File: config.mk
export PLATFORM = sky130hd
export DESIGN_NAME = menu_mode_fsm
export DESIGN_NICKNAME = d
export VERILOG_FILES = /design/src/rtl/menu_pkg.sv /design/src/rtl/menu_mode_fsm_prio_enc_lsb.sv /design/src/rtl/menu_mode_fsm.sv
export SDC_FILE = /design/constraint.sdc
export NUM_CORES = 1
export LEC_CHECK = 0
export ABC_AREA = 1
export CAP_MARGIN = 20
export CORE_AREA = 3 3 40 42
export CTS_CLUSTER_DIAMETER = 150
export DETAILED_ROUTE_END_ITERATION = 10
export DIE_AREA = 0 0 43 45
export PLACE_DENSITY = 0.7
export SLEW_MARGIN = 20
export SYNTH_ARGS = -nofsm -noshare
export SYNTH_HDL_FRONTEND = slang
export SYNTH_SLANG_ARGS = --single-unit
export TNS_END_PERCENT = 20
File: constraint.sdc
create_clock -name clk -period 2.83 [get_ports clk]
set_input_delay 0.4245 -clock clk [delete_from_list [all_inputs] [get_ports clk]]
set_output_delay 0.4245 -clock clk [all_outputs]
set_load 0.01 [all_outputs]
File: src/rtl/menu_pkg.sv
// Shared menu/mode definitions used by the mode selector, the display mux and the game cores.
package menu_pkg;

    localparam int STATE_W   = 2;
    localparam int MODE_MENU = 0;

    typedef enum logic [STATE_W-1:0] {
        MENU      = 2'd0,
        SEL_WAIT  = 2'd1,
        ACTIVE    = 2'd2,
        BACK_WAIT = 2'd3
    } state_t;

endpackage

File: src/rtl/menu_mode_fsm_prio_enc_lsb.sv
// Lowest-set-bit priority encoder: idx is the smallest i with vec[i] set; valid flags any bit set.
module prio_enc_lsb #(
    parameter int N     = 2,
    parameter int IDX_W = 4
) (
    input  logic [N-1:0]     vec,
    output logic [IDX_W-1:0] idx,
    output logic             valid
);

    // Scanning downward lets the lowest set bit overwrite any higher one.
    always_comb begin
        idx   = '0;
        valid = 1'b0;
        for (int i = N - 1; i >= 0; i--) begin
            if (vec[i]) begin
                idx   = IDX_W'(i);
                valid = 1'b1;
            end
        end
    end

endmodule

File: src/rtl/menu_mode_fsm.sv
// Top-level game mode selector: debounced-by-release select/back handling, start/exit strobes
// and an optional inactivity timeout that returns to the menu.
module menu_mode_fsm
    import menu_pkg::*;
#(
    parameter int NUM_MODES      = 2,
    parameter int MODE_W         = 4,
    parameter int TIMEOUT_CYCLES = 0,
    parameter int CNT_W          = 32
) (
    input  logic                 clk,
    input  logic                 iReset,
    input  logic [NUM_MODES-1:0] iSel,
    input  logic                 iBack,
    input  logic                 iActivity,
    output logic [MODE_W-1:0]    oMode,
    output logic                 oModeStart,
    output logic                 oModeExit,
    output logic [STATE_W-1:0]   oState
);

    state_t            state;
    logic [MODE_W-1:0] sel_idx;
    logic [CNT_W-1:0]  counter;
    logic [MODE_W-1:0] enc_idx;
    logic              enc_valid;
    logic              timeout_hit;

    prio_enc_lsb #(
        .N     (NUM_MODES),
        .IDX_W (MODE_W)
    ) u_prio_enc (
        .vec   (iSel),
        .idx   (enc_idx),
        .valid (enc_valid)
    );

    // An activity pulse in the expiring cycle still rescues the game.
    assign timeout_hit = (TIMEOUT_CYCLES > 0)
                       && (counter == CNT_W'(TIMEOUT_CYCLES - 1))
                       && !iActivity;

    assign oState = state;

    always_ff @(posedge clk) begin
        if (iReset) begin
            state      <= MENU;
            sel_idx    <= '0;
            counter    <= '0;
            oMode      <= MODE_W'(MODE_MENU);
            oModeStart <= 1'b0;
            oModeExit  <= 1'b0;
        end else begin
            oModeStart <= 1'b0;
            oModeExit  <= 1'b0;
            case (state)
                MENU: begin
                    oMode   <= MODE_W'(MODE_MENU);
                    counter <= '0;
                    if (enc_valid) begin
                        sel_idx <= enc_idx;
                        state   <= SEL_WAIT;
                    end else if (iBack) begin
                        state <= BACK_WAIT;
                    end
                end
                SEL_WAIT: begin
                    counter <= '0;
                    // Every select key must be up, not just the chosen one.
                    if (iSel == '0) begin
                        state      <= ACTIVE;
                        oMode      <= sel_idx + MODE_W'(1);
                        oModeStart <= 1'b1;
                    end else begin
                        oMode <= MODE_W'(MODE_MENU);
                    end
                end
                ACTIVE: begin
                    if (iBack) begin
                        state     <= BACK_WAIT;
                        oMode     <= MODE_W'(MODE_MENU);
                        oModeExit <= 1'b1;
                        counter   <= '0;
                    end else if (timeout_hit) begin
                        state     <= MENU;
                        oMode     <= MODE_W'(MODE_MENU);
                        oModeExit <= 1'b1;
                        counter   <= '0;
                    end else begin
                        oMode   <= sel_idx + MODE_W'(1);
                        counter <= iActivity ? '0 : counter + CNT_W'(1);
                    end
                end
                BACK_WAIT: begin
                    oMode   <= MODE_W'(MODE_MENU);
                    counter <= '0;
                    if (!iBack) begin
                        state <= MENU;
                    end
                end
                default: begin
                    state   <= MENU;
                    oMode   <= MODE_W'(MODE_MENU);
                    counter <= '0;
                end
            endcase
        end
    end

endmodule
# After elaboration in Yosys (flattened, before gate mapping)

Cells that the tools add are included.

Shift-type cells: 0
$lt $le $gt $ge: 0
Reduce and logical (&&, ||, !) cells: 7
Div/mod/pow operators: 0
Bitwise gates (word level): 2
Multipliers: 0
Equal/unequal tests: 5
Mux-type cells: 14
$add $sub $neg: 1

Operator list:

| kind                                                 | number |
|---|---|
| one-hot mux 4 bit (3 select lines)                   | 1 |
| 2-to-1 mux 2 bit                                     | 4 |
| 2-to-1 mux 4 bit                                     | 2 |
| one-hot mux 2 bit (4 select lines)                   | 1 |
| 2-to-1 mux 1 bit                                     | 6 |
| OR reduction 2 bit                                   | 3 |
| adder 4 x 1 -> 4 bit (second input constant)         | 1 |
| equality test 2 bit (second input constant)          | 2 |
| logical NOT 2 bit                                    | 2 |
| inequality test 2 bit (second input constant)        | 2 |
| AND reduction 2 bit                                  | 2 |
| equality test 2 x 1 -> 1 bit (second input constant) | 1 |
| NOT 1 bit                                            | 2 |

Register bits: 12
Input port bits: 6
Word-level logic and storage cells: 34
Bits in latches: 0
Memories: 0
Memory bits (read-only): 0
Bits in writable memories: 0

# Longest topological paths before layout

Gate-level depths: netlist (run 1).

Depth in word-level cells: 4
Depth in mapped cells: 7
Depth with buffers taken out: 7

# Hierarchy

From an unflattened synthesis (run 1), not the netlist that was laid out.

Cells, all modules: 80
Area total of the unflattened synthesis: 608.1 µm²

By module, submodules not included:

| module        | seq. area each (µm²) | area each (µm²) | cells each | times used |
|---|---|---|---|---|
| menu_mode_fsm | 240.2                | 566.8           | 72         | 1 |
| prio_enc_lsb  | 0.0                  | 41.3            | 8          | 1 |

# Worst setup path after synthesis (run 1)

Ideal clock, no wire load.

Path type: reg2reg
From: register state[0] (netlist: oState[0])
To: register state[1] (netlist: oState[1])
Path buffers: 0
Stages on the path, launching flop included: 8
Data required time: 2720 ps
Slack: 1529 ps
Arrival: 1192 ps
Library setup time: 110 ps
Cells stage by stage: dfxtp_1 > inv_2 > ha_1 > or2_1 > nand2_1 > nand2_1 > nand2_1 > nor2_2

Cells in the longest elaborated chain, start to end: 3
Elaborated cells between the ends (all ways): 8
Classes of those cells: 5 x eq/ne; 1 x mux; 2 x reduce/logical

RTL lines:

| what                                                                       | RTL line            | source |
|---|---|---|
| start, declared                                                            | menu_mode_fsm.sv:22 | `state_t state;` |
| start signal, assigned                                                     | menu_mode_fsm.sv:47 | `state <= MENU;` |
| start signal, assigned                                                     | menu_mode_fsm.sv:62 | `state <= SEL_WAIT;` |
| start signal, assigned                                                     | menu_mode_fsm.sv:64 | `state <= BACK_WAIT;` |
| equality test 2 x 1 -> 1 bit / equality test 2 bit (equally long branches) | menu_mode_fsm.sv:56 | `case (state)` |
| inequality test 2 bit (no line)                                            | -                   |  |
| AND reduction 2 bit (no line)                                              | -                   |  |

Several ways; a longest one is shown, not always the timed one.
A chain may end at the register's enable or synchronous reset.

# Final worst setup path (run 1)

From: register state[0] (netlist: oState[0])
To: output oState[0]

RTL lines:

| what          | RTL line            | source |
|---|---|---|
| end, declared | menu_mode_fsm.sv:19 | `output logic [STATE_W-1:0] oState` |

No word-level cell between the ends.

==> reports/metrics.csv, run 1 <==
stage;metric;value;unit
clock_tree;post-CTS sizing;0;
final_layout;area of the multi-input gates;238;µm²
clock_tree;cts-stage hold buffer count;0;
worst_setup_path;CP required;2.41;ns
timing;Fin Setup TNS;0;ns
timing;Final Hold Vio Count;0;
die;core area;0.00128;mm²
global_route;antenna violations before repair;0;
placement;GPL Wtd Cong;0.855;
worst_setup_path;CP max-delay cell;clkdlybuf4s50_1;
synth;Mean Syn Cell Area;7.23;µm²
synth;post-synthesis sequential area ratio;32.8;%
routing;Post-route DRC;0;
synth;Yosys reg bits;7;
worst_setup_path;R2R setup slack;1.51;ns
worst_setup_path;Worst setup SP type;flip-flop;
min_path;worst hold-check path type;flip-flop to flip-flop;
global_route;first-pass GRT wire length;1.19;mm
status;outcome;completed;
global_route;vias in the first global route;310;
pwr;P per Cell Area;908;mW/mm²
worst_setup_path;CP max FO;5;
synth;Cell Area, Synth;427;µm²
timing;Fmax achieved;0.598;GHz
timing;Pins Over Slew Limit;0;
placement;post-DP HPWL;591;µm
die;die width;43;µm
worst_setup_path;Worst setup EP type;output pin;
global_route;largest net degree at the start of global routing;7;
timing;Max Clock Skew;0.00964;ns
clock_tree;CTS Root Cell;clkbuf_4;
clock_tree;H-tree depth;1;
final_layout;most common cell after layout, fill and taps aside;nand2_1;
routing;Routed WL per cell;8.79;µm
final_layout;layout cell share with drive strength beyond 1;13.9;%
timing;setup violators final;0;
timing;hold_ws;0.453;ns
die;IO Pins;14;
synth;library cells used by synthesis;15;
routing;total routed wirelength;765;µm
worst_setup_path;arrival time worst endpoint;1.25;ns
clock_tree;clock-pin slew on the worst setup and hold paths;0.06;ns
timing;RSZ-0062 raised after global routing;false;
final_layout;antenna cell count;0;
pwr;Pwr Total;509;µW
global_route;grt total ovfl;0;
clock_tree;Post CTS Setup Buffer Count;0;
placement;DP Worst Slack;1.34;ns
clock_tree;CTS max path bufs;2;
final_layout;most frequent cells in the layout;13 x nand2_1, 10 x clkdlybuf4s50_1, 7 x nor2_1, 7 x ha_1, 7 x dfxtp_1;
timing;crit share post-route;59.0;%
placement;Port Buffers;10;
clock_tree;Skew-Pair Late Insertion Delay;0.26;ns
final_layout;nets;86;
worst_setup_path;Critical Path Max Stage Delay;0.57;ns
clock_tree;Num CTS Buffers;3;
routing;routed vias;376;
timing;final worst slack;1.16;ns
die;die extent in y;45;µm
die;total die area;0.00194;mm²
routing;DRT iter0 DRCs;5;
final_layout;FF+latch area;140;µm²
final_layout;Util after Layout;43.6;%
clock_tree;# clock sinks;7;
worst_setup_path;Largest delay share family, worst path;buffers and inverters;
final_layout;fin cells;87;
pwr;leakage;0.283;nW
placement;Cells after DPL;83;
final_layout;Area Growth Syn to Fin;31.4;%
routing;post-route ant nets;0;
timing;fin crit period;1.67;ns
pwr;peak supply drop;0.000443;V
routing;via/cell ratio;4.32;
clock_tree;CTS tree;built;
job;Max Cap Viol;0;
final_layout;Fillers;140;
synth;YS warnings;0;
worst_setup_path;Crit path buffers/inverters;1;
die;Core Rows;13;
synth;Synth Instances;59;
global_route;Total GRT Usage;8.92;%
placement;dpl cell area;534;µm²
die;initial core utilization;33.2;%
final_layout;design area;561;µm²
routing;DR pass1 iterations;4;
worst_setup_path;Worst Setup Path Type;flip-flop to output pin;
worst_setup_path;worst path cell trace;clkdlybuf4s50_1;
[per-layer routing]
| metal | GRT usage, % | share of wire [%] |
|---|---|---|
| met5 | 0 | 0 |
| met1 | 9.44 | 46 |
| met4 | 1.81 | 0 |
| met3 | 8.37 | 14 |
| met2 | 13.2 | 40 |
[layout make-up]
class / count / share of cell area [%]
multi-input cells: 41 / 42.4
flip-flops and latches: 7 / 25.0
clock buffers: 4 / 4.69
well taps: 15 / 3.35
inverters: 10 / 6.70
repair buffers: 10 / 17.9
[state kept, by name, indices dropped and copies added, names as in the netlist]
signal and count:
oMode 2, oModeStart 1, sel_idx 1, oModeExit 1, oState 2
[logic make-up after synthesis]
family	after synthesis	share of synthesized area, %
adder cells (fa/ha/maj)	7	20.5
other	1	0.879
AO/OA/AOI/OAI	7	8.80
AND/OR/NAND/NOR	25	24.6
flip-flops	7	32.8
buffers and inverters	12	12.3
[power breakdown]
part / internal, mW / total [mW] / switching (mW)
sequential: 0.126 / 0.149 / 0.0233
clock: 0.0541 / 0.0956 / 0.0415
combinational: 0.123 / 0.264 / 0.142
[worst paths after layout]
path,start,endpoint,depth (start not counted)
setup reg to reg,oState[0],oState[1],7
setup / recovery,oState[0],oState[0],1
hold reg to reg,sel_idx[0],oMode[0],1
hold / removal,sel_idx[0],oMode[0],1
[cells in the mapped netlist, drive strengths merged]
| cell type | count | share of area (%) |
|---|---|---|
| a211oi | 1 | 1.8 |
| a21oi | 3 | 3.5 |
| buf | 2 | 3.5 |
| conb | 1 | 0.88 |
| dfxtp | 7 | 33 |
| ha | 7 | 21 |
| inv | 10 | 8.8 |
| nand2 | 15 | 14 |
| nand3 | 1 | 1.2 |
| nor2 | 8 | 7.6 |
| o21ai | 3 | 3.5 |
| or2 | 1 | 1.5 |
No activity file was read; power rests on OpenSTA's default activity.
==> inputs of run 2 (changes only) <==
PLACE_DENSITY = 0.73   (was 0.7)
clock period = 1.4 ns   (was 2.83 ns; I/O delays follow)
==> reports/metrics.csv, run 2 (synthesis gave the netlist of run 1 again) <==
stage;metric;value;unit;change
status;outcome;completed;;
global_route;grt total ovfl;0;;unchanged
pwr;Clk pwr share;18.5;%;-0.3 points
worst_setup_path;Critical Path Max Stage Delay;0.52;ns;-0.05 ns
worst_setup_path;worst path cell trace;clkdlybuf4s50_1;;
clock_tree;clock-pin slew on the worst setup and hold paths;0.06;ns;about the same
worst_setup_path;CP max FO;1;;-4
final_layout;FF+latch area;140;µm²;unchanged
routing;Routed WL per cell;9.34;µm;+6.2%
global_route;largest net degree at the start of global routing;6;;-1
worst_setup_path;CP required;1.19;ns;-1.22 ns
timing;RSZ-0062 raised after global routing;false;;
worst_setup_path;Largest delay share family, worst path;buffers and inverters;;
worst_setup_path;Worst setup EP type;output pin;;
global_route;Total GRT Usage;11.3;%;+2.3 points
placement;dpl cell area;549;µm²;+2.8%
die;initial core utilization;33.2;%;unchanged
timing;setup violators final;0;;unchanged
placement;Cells after DPL;85;;+2.4%
die;die extent in y;45;µm;unchanged
clock_tree;H-tree depth;1;;unchanged
die;total die area;0.00194;mm²;unchanged
routing;routed vias;396;;+5.3%
min_path;worst hold-check path type;flip-flop to flip-flop;;
worst_setup_path;CP max-delay cell;clkdlybuf4s50_1;;
placement;GPL Wtd Cong;0.810;;-5.2%
pwr;sw frac;41.2;%;+0.63 points
pwr;Internal Dissipation;629;µW;+110%
routing;post-route ant nets;0;;unchanged
clock_tree;CTS max path bufs;2;;unchanged
final_layout;design area;573;µm²;+2.2%
job;Max Cap Viol;0;;unchanged
pwr;Comb pwr share;53.9;%;+1.9 points
timing;Max Clock Skew;0.00637;ns;-0.00326 ns
final_layout;nets;88;;+2.3%
final_layout;Fillers;147;;+5.0%
final_layout;Area Growth Syn to Fin;34.3;%;
pwr;Reg power frac;27.6;%;-1.7 points
placement;post-DP HPWL;646;µm;+9.2%
final_layout;antenna cell count;0;;unchanged
timing;Pins Over Slew Limit;0;;unchanged
timing;Final Hold Vio Count;0;;unchanged
final_layout;layout cell share with drive strength beyond 1;17.6;%;+3.7 points
placement;Port Buffers;10;;unchanged
clock_tree;CTS Root Cell;clkbuf_4;;
routing;DR pass1 iterations;2;;-2
worst_setup_path;Worst Setup Path Type;flip-flop to output pin;;
clock_tree;Skew-Pair Late Insertion Delay;0.26;ns;about the same
timing;hold_ws;0.440;ns;-0.0129 ns
timing;Fin Setup TNS;0;ns;unchanged
global_route;first-pass GRT wire length;1.50;mm;+25%
die;IO Pins;14;;unchanged
clock_tree;CTS tree;built;;
pwr;switching pwr;440;µW;+110%
final_layout;area of the multi-input gates;238;µm²;unchanged
die;die width;43;µm;unchanged
final_layout;most frequent cells in the layout;13 x nand2_1, 8 x clkdlybuf4s50_1, 7 x nor2_1, 7 x ha_1, 7 x dfxtp_1;;
routing;via/cell ratio;4.45;;+3.0%
timing;Fmax achieved;0.770;GHz;
worst_setup_path;Crit path buffers/inverters;1;;unchanged
timing;crit share post-route;92.7;%;
routing;DRT iter0 DRCs;2;;-3
global_route;antenna violations before repair;0;;unchanged
clock_tree;Post CTS Setup Buffer Count;0;;unchanged
worst_setup_path;R2R setup slack;0.11;ns;-1.40 ns
pwr;P per Cell Area;1860;mW/mm²;+110%
routing;Post-route DRC;0;;unchanged
clock_tree;Num CTS Buffers;3;;unchanged
die;Core Rows;13;;unchanged
pwr;peak supply drop;0.000811;V;+83%
pwr;leakage;0.298;nW;+5.6%
final_layout;most common cell after layout, fill and taps aside;nand2_1;;
final_layout;fin cells;89;;+2.3%
die;core area;0.00128;mm²;unchanged
worst_setup_path;arrival time worst endpoint;1.09;ns;-0.16 ns
worst_setup_path;Worst setup SP type;flip-flop;;
routing;total routed wirelength;831;µm;+8.6%
global_route;vias in the first global route;363;;+17%
timing;fin crit period;1.30;ns;
clock_tree;# clock sinks;7;;unchanged
[run 2: layout make-up]
type | instances | area share, %
Tap cell | 15 | 3.28
Inverter | 10 | 6.55
Timing Repair Buffer | 12 | 19.7
Clock buffer | 4 | 4.59
Sequential cell | 7 | 24.5
Multi-Input combinational cell | 41 | 41.5
[run 2: power by group through the flow]
| stage | combinational, mW | clock (mW) | sequential, mW |
|---|---|---|---|
| 6_report | 0.576 | 0.197 | 0.295 |
| 5_1_grt | 0.672 | 0.229 | 0.303 |
| 4_1_cts | 0.580 | 0.208 | 0.294 |
| 3_5_place_dp | 0.597 | 0 | 0.298 |
| 3_3_place_gp | 0.584 | 0 | 0.296 |
| 2_1_floorplan | 0.356 | 0 | 0.324 |
[run 2: final timing paths]
path         cells past startpoint       start   endpoint
max                              1    oMode[0]   oMode[0]
max reg2reg                      7   oState[1]  oState[1]
min reg2reg                      1  sel_idx[0]   oMode[0]
min                              1  sel_idx[0]   oMode[0]
[run 2: metal layers]
layer	vias to the layer above	wire length, µm	track usage (%)
met1	174	384	12.8
met2	15	347	15.6
li1	205	-	-
met4	0	16	7.23
met5	-	0	0
met3	2	83	7.17
[run 2: timing repair]
item | CTS | global route
resized for setup | 2 | 1
setup endpoints to repair | 2 | 1
hold buffers | 0 | 0
[run 2: through the flow]
step	utilization, %	setup slack, ns	power, mW
global route	44.6	0.00545	1.20
global placement	42.7	0.0973	0.880
floorplan	-	0.0988	0.680
CTS	44.6	0.0747	1.08
detailed placement	42.7	0.0827	0.895
finish	44.6	0.102	1.07
